==> config.mk <==
export PLATFORM = sky130hd
export DESIGN_NAME = seq_detect_ctrl_flat
export DESIGN_NICKNAME = d
export VERILOG_FILES = /design/src/rtl/seq_detect_ctrl_pkg.sv /design/src/rtl/seq_detect_ctrl_if.sv /design/src/rtl/seq_detect_ctrl_tick_gen.sv /design/src/rtl/seq_detect_ctrl.sv /design/src/flat_wrapper.sv
export SDC_FILE = /design/constraint.sdc
export NUM_CORES = 1
export LEC_CHECK = 0
export BUFFER_PORTS_ARGS = -buffer_cell sky130_fd_sc_hd__buf_2
export CORE_ASPECT_RATIO = 1.25
export CORE_MARGIN = 2
export CORE_UTILIZATION = 57
export DETAILED_ROUTE_END_ITERATION = 10
export PLACE_DENSITY = 0.95
export SETUP_SLACK_MARGIN = 0.5
export SLEW_MARGIN = 20
export SYNTH_ARGS = -nofsm -noshare
export SYNTH_HDL_FRONTEND = slang
export SYNTH_SLANG_ARGS = --single-unit
==> constraint.sdc <==
create_clock -name clk -period 5 [get_ports clk]
set_input_delay 0.75 -clock clk [delete_from_list [all_inputs] [get_ports clk]]
set_output_delay 0.75 -clock clk [all_outputs]
set_load 0.01 [all_outputs]
==> src/rtl/seq_detect_ctrl_pkg.sv <==
`default_nettype none
// ============================================================================
//  Module   : seq_ctrl_pkg
//  Brief    : Shared state encoding, defaults and helpers for seq_detect_ctrl.
//  Revision : 1.0  initial release
// ============================================================================
package seq_ctrl_pkg;

    localparam int PAT_W_DEF = 16;

    typedef logic [1:0] state_t;

    localparam state_t c_ST_IDLE  = 2'd0;
    localparam state_t c_ST_SETUP = 2'd1;
    localparam state_t c_ST_RUN   = 2'd2;
    localparam state_t c_ST_DONE  = 2'd3;

    // Requested bit count limited to the width of the test word.
    function automatic logic [4:0] clamp_nbits(input logic [4:0] nb, input logic [4:0] lim);
        return (nb > lim) ? lim : nb;
    endfunction

endpackage
`default_nettype wire

==> src/rtl/seq_detect_ctrl_if.sv <==
`default_nettype none
// ============================================================================
//  Module   : seq_detect_ctrl_if
//  Brief    : Control/stimulus bundle between board inputs, sequencer and detector.
//  Revision : 1.0  initial release
// ============================================================================
interface seq_detect_ctrl_if
    import seq_ctrl_pkg::*;
#(
    parameter int PAT_W = PAT_W_DEF,
    parameter int CNT_W = 5
);
    logic             start;
    logic [PAT_W-1:0] pattern;
    logic [4:0]       nbits;
    logic             det_z;
    logic             w_out;
    logic             step;
    logic             det_rst;
    logic             busy;
    logic             done;
    logic [CNT_W-1:0] match_count;

    modport master (
        input  start, pattern, nbits, det_z,
        output w_out, step, det_rst, busy, done, match_count
    );

    modport slave (
        output start, pattern, nbits, det_z,
        input  w_out, step, det_rst, busy, done, match_count
    );
endinterface
`default_nettype wire

==> src/rtl/seq_detect_ctrl_tick_gen.sv <==
`default_nettype none
// ============================================================================
//  Module   : tick_gen
//  Brief    : Prescaler; tick asserts on the last cycle of each TICK_DIV window.
//  Revision : 1.0  initial release
// ============================================================================
module tick_gen #(
    parameter int TICK_DIV = 4
) (
    input  wire logic clk,
    input  wire logic reset,
    input  wire logic clr,
    input  wire logic en,
    output logic      tick
);
    localparam int c_CW = (TICK_DIV > 1) ? $clog2(TICK_DIV) : 1;

    generate
        if (TICK_DIV == 1) begin : g_passthru
            assign tick = en;
        end else begin : g_count
            logic [c_CW-1:0] cnt_q;

            always_ff @(posedge clk) begin
                if (reset || clr) begin
                    cnt_q <= '0;
                end else if (en) begin
                    cnt_q <= (cnt_q == c_CW'(TICK_DIV - 1)) ? '0 : cnt_q + 1'b1;
                end
            end

            assign tick = en && (cnt_q == c_CW'(TICK_DIV - 1));
        end
    endgenerate
endmodule
`default_nettype wire

==> src/rtl/seq_detect_ctrl.sv <==
`default_nettype none
// ============================================================================
//  Module   : seq_detect_ctrl
//  Brief    : Feeds a latched test word MSB-first into the 10010 detector and
//             counts its detections.
//  Revision : 1.0  initial release
// ============================================================================
module seq_detect_ctrl
    import seq_ctrl_pkg::*;
#(
    parameter int TICK_DIV = 4,
    parameter int PAT_W    = PAT_W_DEF,
    parameter int CNT_W    = 5
) (
    input  wire logic         clk,
    input  wire logic         reset,
    seq_detect_ctrl_if.master bus
);
    localparam int c_REM_W = $clog2(PAT_W + 1);

    state_t             state_q, state_d;
    logic [PAT_W-1:0]   shreg_q, shreg_d;
    logic [c_REM_W-1:0] remaining_q, remaining_d;
    logic [CNT_W-1:0]   match_count_q, match_count_d;
    logic               w_tick;
    logic               w_in_run;

    assign w_in_run = (state_q == c_ST_RUN);

    tick_gen #(
        .TICK_DIV (TICK_DIV)
    ) u_tick_gen (
        .clk   (clk),
        .reset (reset),
        .clr   (!w_in_run),
        .en    (w_in_run),
        .tick  (w_tick)
    );

    always_ff @(posedge clk) begin
        if (reset) begin
            state_q <= c_ST_IDLE;
        end else begin
            state_q <= state_d;
        end
    end

    always_comb begin
        state_d = state_q;
        case (state_q)
            c_ST_IDLE: begin
                if (bus.start) begin
                    state_d = (bus.nbits != 5'd0) ? c_ST_SETUP : c_ST_DONE;
                end
            end
            c_ST_SETUP: state_d = c_ST_RUN;
            c_ST_RUN: begin
                if (w_tick && (remaining_q == c_REM_W'(1))) begin
                    state_d = c_ST_DONE;
                end
            end
            c_ST_DONE: state_d = c_ST_IDLE;
            default:   state_d = c_ST_IDLE;
        endcase
    end

    // Outputs decode registered state only, so no input reaches an output.
    always_comb begin
        bus.w_out       = 1'b0;
        bus.step        = 1'b0;
        bus.det_rst     = 1'b0;
        bus.busy        = 1'b0;
        bus.done        = 1'b0;
        bus.match_count = match_count_q;
        case (state_q)
            c_ST_SETUP: begin
                bus.w_out   = shreg_q[PAT_W-1];
                bus.det_rst = 1'b1;
                bus.busy    = 1'b1;
            end
            c_ST_RUN: begin
                bus.w_out = shreg_q[PAT_W-1];
                bus.step  = w_tick;
                bus.busy  = 1'b1;
            end
            c_ST_DONE: bus.done = 1'b1;
            default: ;
        endcase
    end

    always_comb begin
        shreg_d       = shreg_q;
        remaining_d   = remaining_q;
        match_count_d = match_count_q;
        if ((state_q == c_ST_IDLE) && bus.start) begin
            match_count_d = '0;
            if (bus.nbits != 5'd0) begin
                shreg_d     = bus.pattern;
                remaining_d = c_REM_W'(clamp_nbits(bus.nbits, 5'(PAT_W)));
            end
        end else if (w_in_run && w_tick) begin
            if (bus.det_z && (match_count_q != {CNT_W{1'b1}})) begin
                match_count_d = match_count_q + 1'b1;
            end
            shreg_d     = shreg_q << 1;
            remaining_d = remaining_q - 1'b1;
        end
    end

    always_ff @(posedge clk) begin
        if (reset) begin
            shreg_q       <= '0;
            remaining_q   <= '0;
            match_count_q <= '0;
        end else begin
            shreg_q       <= shreg_d;
            remaining_q   <= remaining_d;
            match_count_q <= match_count_d;
        end
    end
endmodule
`default_nettype wire
==> src/flat_wrapper.sv <==
// flat-port wrapper written by rule: the top's interface ports become plain ports
module seq_detect_ctrl_flat import seq_ctrl_pkg::*;
#(
    parameter int TICK_DIV = 4,
    parameter int PAT_W    = PAT_W_DEF,
    parameter int CNT_W    = 5
)
  (clk, reset, bus_start, bus_pattern, bus_nbits, bus_det_z, bus_w_out, bus_step, bus_det_rst, bus_busy, bus_done, bus_match_count);
  seq_detect_ctrl_if #(.PAT_W(PAT_W), .CNT_W(CNT_W)) bus_i ();
  input  wire logic clk;
  input  wire logic reset;
  input wire logic [$bits(bus_i.start)-1:0] bus_start;
  input wire logic [$bits(bus_i.pattern)-1:0] bus_pattern;
  input wire logic [$bits(bus_i.nbits)-1:0] bus_nbits;
  input wire logic [$bits(bus_i.det_z)-1:0] bus_det_z;
  output wire logic [$bits(bus_i.w_out)-1:0] bus_w_out;
  output wire logic [$bits(bus_i.step)-1:0] bus_step;
  output wire logic [$bits(bus_i.det_rst)-1:0] bus_det_rst;
  output wire logic [$bits(bus_i.busy)-1:0] bus_busy;
  output wire logic [$bits(bus_i.done)-1:0] bus_done;
  output wire logic [$bits(bus_i.match_count)-1:0] bus_match_count;
  assign bus_i.start = bus_start;
  assign bus_i.pattern = bus_pattern;
  assign bus_i.nbits = bus_nbits;
  assign bus_i.det_z = bus_det_z;
  assign bus_w_out = bus_i.w_out;
  assign bus_step = bus_i.step;
  assign bus_det_rst = bus_i.det_rst;
  assign bus_busy = bus_i.busy;
  assign bus_done = bus_i.done;
  assign bus_match_count = bus_i.match_count;
  seq_detect_ctrl #(.TICK_DIV(TICK_DIV), .PAT_W(PAT_W), .CNT_W(CNT_W)) u_core (.clk(clk), .reset(reset), .bus(bus_i));
endmodule
==> impl_metrics.toml <==
[routing]
vias = 1344
ant_nets = 0
drt_iter0_drc = 46
via_per_inst = 5.60
drtPass1Iterations = 6
avgRoutedWirePerCell_um = 12.9
drc_errors = 0
wl_um = 3090

[synthesis]
yosysUniqueCellTypes = 37
ys_seq_area_share_pct = 39.7
ys.warnings.count = 0
synth_cells = 179
synthFlopType = "dfxtp_1"
synth_edf_count = 0
synthesis.area_um2 = 1510
async_reset_ff_share_pct = 0
syn_area_per_cell_um2 = 8.45
synth-seq-cells = 30
synth_nets = 214

[critical_path]
endpoint = "bus_w_out"
r2r_start = "u_core.state_q[0]"
crit_required_ps = 4250
cp_max_fo = 4
crit_type = "reg2out"
critPathLaunch = "u_core.state_q[0]"
r2r_setup_slack_ps = 2840
cp-end-kind = "output port"
r2r-end = "u_core.shreg_q[12]"
r2r_cells = 6
critPathArrivalTime_ps = 1470
startpoint_type = "flop"

[sta]
finalSetupTns_ps = 0
fmax_ghz = 0.451
rsz0062_at_grt = "false"
max_slew_margin_pct = 43.3
slew_viol_final = 0
tightest_slew_ps = 851
hold_viol = 0
fin_crit_sh_pct = 44.3
finalSetupViolCount = 0
post-route-min-period_ps = 2220
skew_ps = 8.05

[cells_and_area]
final_common_cell = "nand2_1"
fin_area_um2 = 1710
layout_common_cells = "nand2_1, buf_2, dfxtp_1"
multi_input_area_um2 = 825
regArea_um2 = 601
drive_gt1_share_pct = 20.8
finalNetCount = 243
num-fill-cells = 197
num_antenna_cells = 0
final_util_pct = 69.2
area_growth_pct = 13.3

[placed_design]
place_area_um2 = 1660
gp_congestion = 0.728
hpwlAfterDp_um = 2150
numPortBuffers = 34

[cts]
h-tree-depth = 2
cts_buffers = 5
clk-insertion-delay-late_ps = 320
cts_hold_buf = 0
path_clk_slew_ps = 80
post-cts-setup-buffer-count = 0
clockBufferDepth = 2
root_buffer = "clkbuf_4"
cts_tree = "done"
ctsResizeCount = 0
cts.sinks = 30

[global_routing]
grt_pass1_wl_um = 5330
grt_max_degree = 34
antenna_found_initial = 0
grt_overflow_total = 0
grt.total_usage_pct = 22.5
grt_pass1_vias = 1303

[floorplanning]
initial_core_util_pct = 61.1
design.portCount = 35
rows = 20
core-area_um2 = 2480
die_x_um = 50.1
die_area_um2 = 3080
die_h_um = 61.6

[pwr]
p_leak_nw = 0.737
vdd_drop_max_mv = 0.290
power_density_nw_per_um2 = 439
p_total_uw = 753

[min_path]
min_path_type = "reg2reg"

[run]
drv_cap = 0

[outcome]
status = "finished clean"
## critical path: stages (launching register included)
cell and delay (ps):
dfxtp_1 400, inv_1 100, ha_1 340, and2_1 180, buf_2 130
## synth_stat cells, types with 2 or more instances
master / count / area [µm²]
and2_1: 2 / 12.5
a21oi_1: 5 / 25.0
mux2i_1: 2 / 20.0
a311oi_1: 15 / 131
inv_1: 7 / 26.3
nand2_1: 36 / 135
ha_1: 10 / 125
a211oi_1: 3 / 22.5
nor3_1: 9 / 45.0
nand4_1: 2 / 12.5
buf_6: 2 / 22.5
xor2_1: 3 / 26.3
clkbuf_1: 9 / 33.8
a31oi_1: 2 / 12.5
dfxtp_1: 30 / 601
nor2_1: 21 / 78.8
## worst min path at each step
stage,slack (ps),from,depth (start not counted),end
finish,430,u_core.u_tick_gen.g_count.cnt_q[0],1,u_core.u_tick_gen.g_count.cnt_q[0]
global route,460,u_core.u_tick_gen.g_count.cnt_q[0],1,u_core.u_tick_gen.g_count.cnt_q[0]
CTS,440,u_core.u_tick_gen.g_count.cnt_q[0],1,u_core.u_tick_gen.g_count.cnt_q[0]
detailed placement,420,u_core.u_tick_gen.g_count.cnt_q[0],1,u_core.u_tick_gen.g_count.cnt_q[0]
global placement,420,u_core.u_tick_gen.g_count.cnt_q[0],1,u_core.u_tick_gen.g_count.cnt_q[0]
floorplan,410,u_core.u_tick_gen.g_count.cnt_q[0],1,u_core.u_tick_gen.g_count.cnt_q[0]
## final cells by class
type                            count  share of cell area (%)
Timing Repair Buffer               34                    9.93
Sequential cell                    30                    35.0
Clock buffer                        6                    2.99
Multi-Input combinational cell    130                    48.1
Inverter                            7                    1.53
Tap cell                           33                    2.41
## where the power goes
group | switching (mW) | leakage, nW | internal, mW
clock network | 0.0742 | 0.0302 | 0.0632
registers | 0.0370 | 0.246 | 0.299
logic | 0.170 | 0.461 | 0.110
## stage by stage
| stage | setup WS (ps) | hold slack, ps | std cells |
|---|---|---|---|
| after floorplan | 2960 | 407 | 179 |
| after global placement | 2780 | 421 | 234 |
| after detailed placement | 2730 | 424 | 234 |
| after CTS | 2770 | 436 | 240 |
| after global routing | 2610 | 458 | 240 |
| final | 2780 | 431 | 240 |
## cell families after synthesis
| group | Yosys count | share of synthesized area (%) |
|---|---|---|
| AND/OR/NAND/NOR | 78 | 22.9 |
| AO/OA/AOI/OAI | 36 | 19.7 |
| flip-flops | 30 | 39.7 |
| buffers and inverters | 19 | 5.79 |
| adder cells (fa/ha/maj) | 10 | 8.27 |
| XOR/XNOR | 4 | 2.32 |
| multiplexers | 2 | 1.32 |
## routing by layer
metal / vias to the layer above / global-route usage [%] / routed length [µm] / part of all wire [%]
met5: - / 0 / 0 / 0
met3: 2 / 6.07 / 202 / 6.5
met2: 51 / 41.5 / 1470 / 48
met4: 0 / 5.95 / 19 / 0.62
li1: 692 / - / - / -
met1: 599 / 25.8 / 1400 / 45
## flip-flops by register name, summed over array words and instances, names as in the netlist
| signal | cells |
|---|---|
| u_core.bus.match_count | 5 |
| u_core.remaining_q | 5 |
| u_core.shreg_q | 16 |
| u_core.u_tick_gen.g_count.cnt_q | 2 |
| u_core.state_q | 2 |
(Power assumes the default switching activity.)
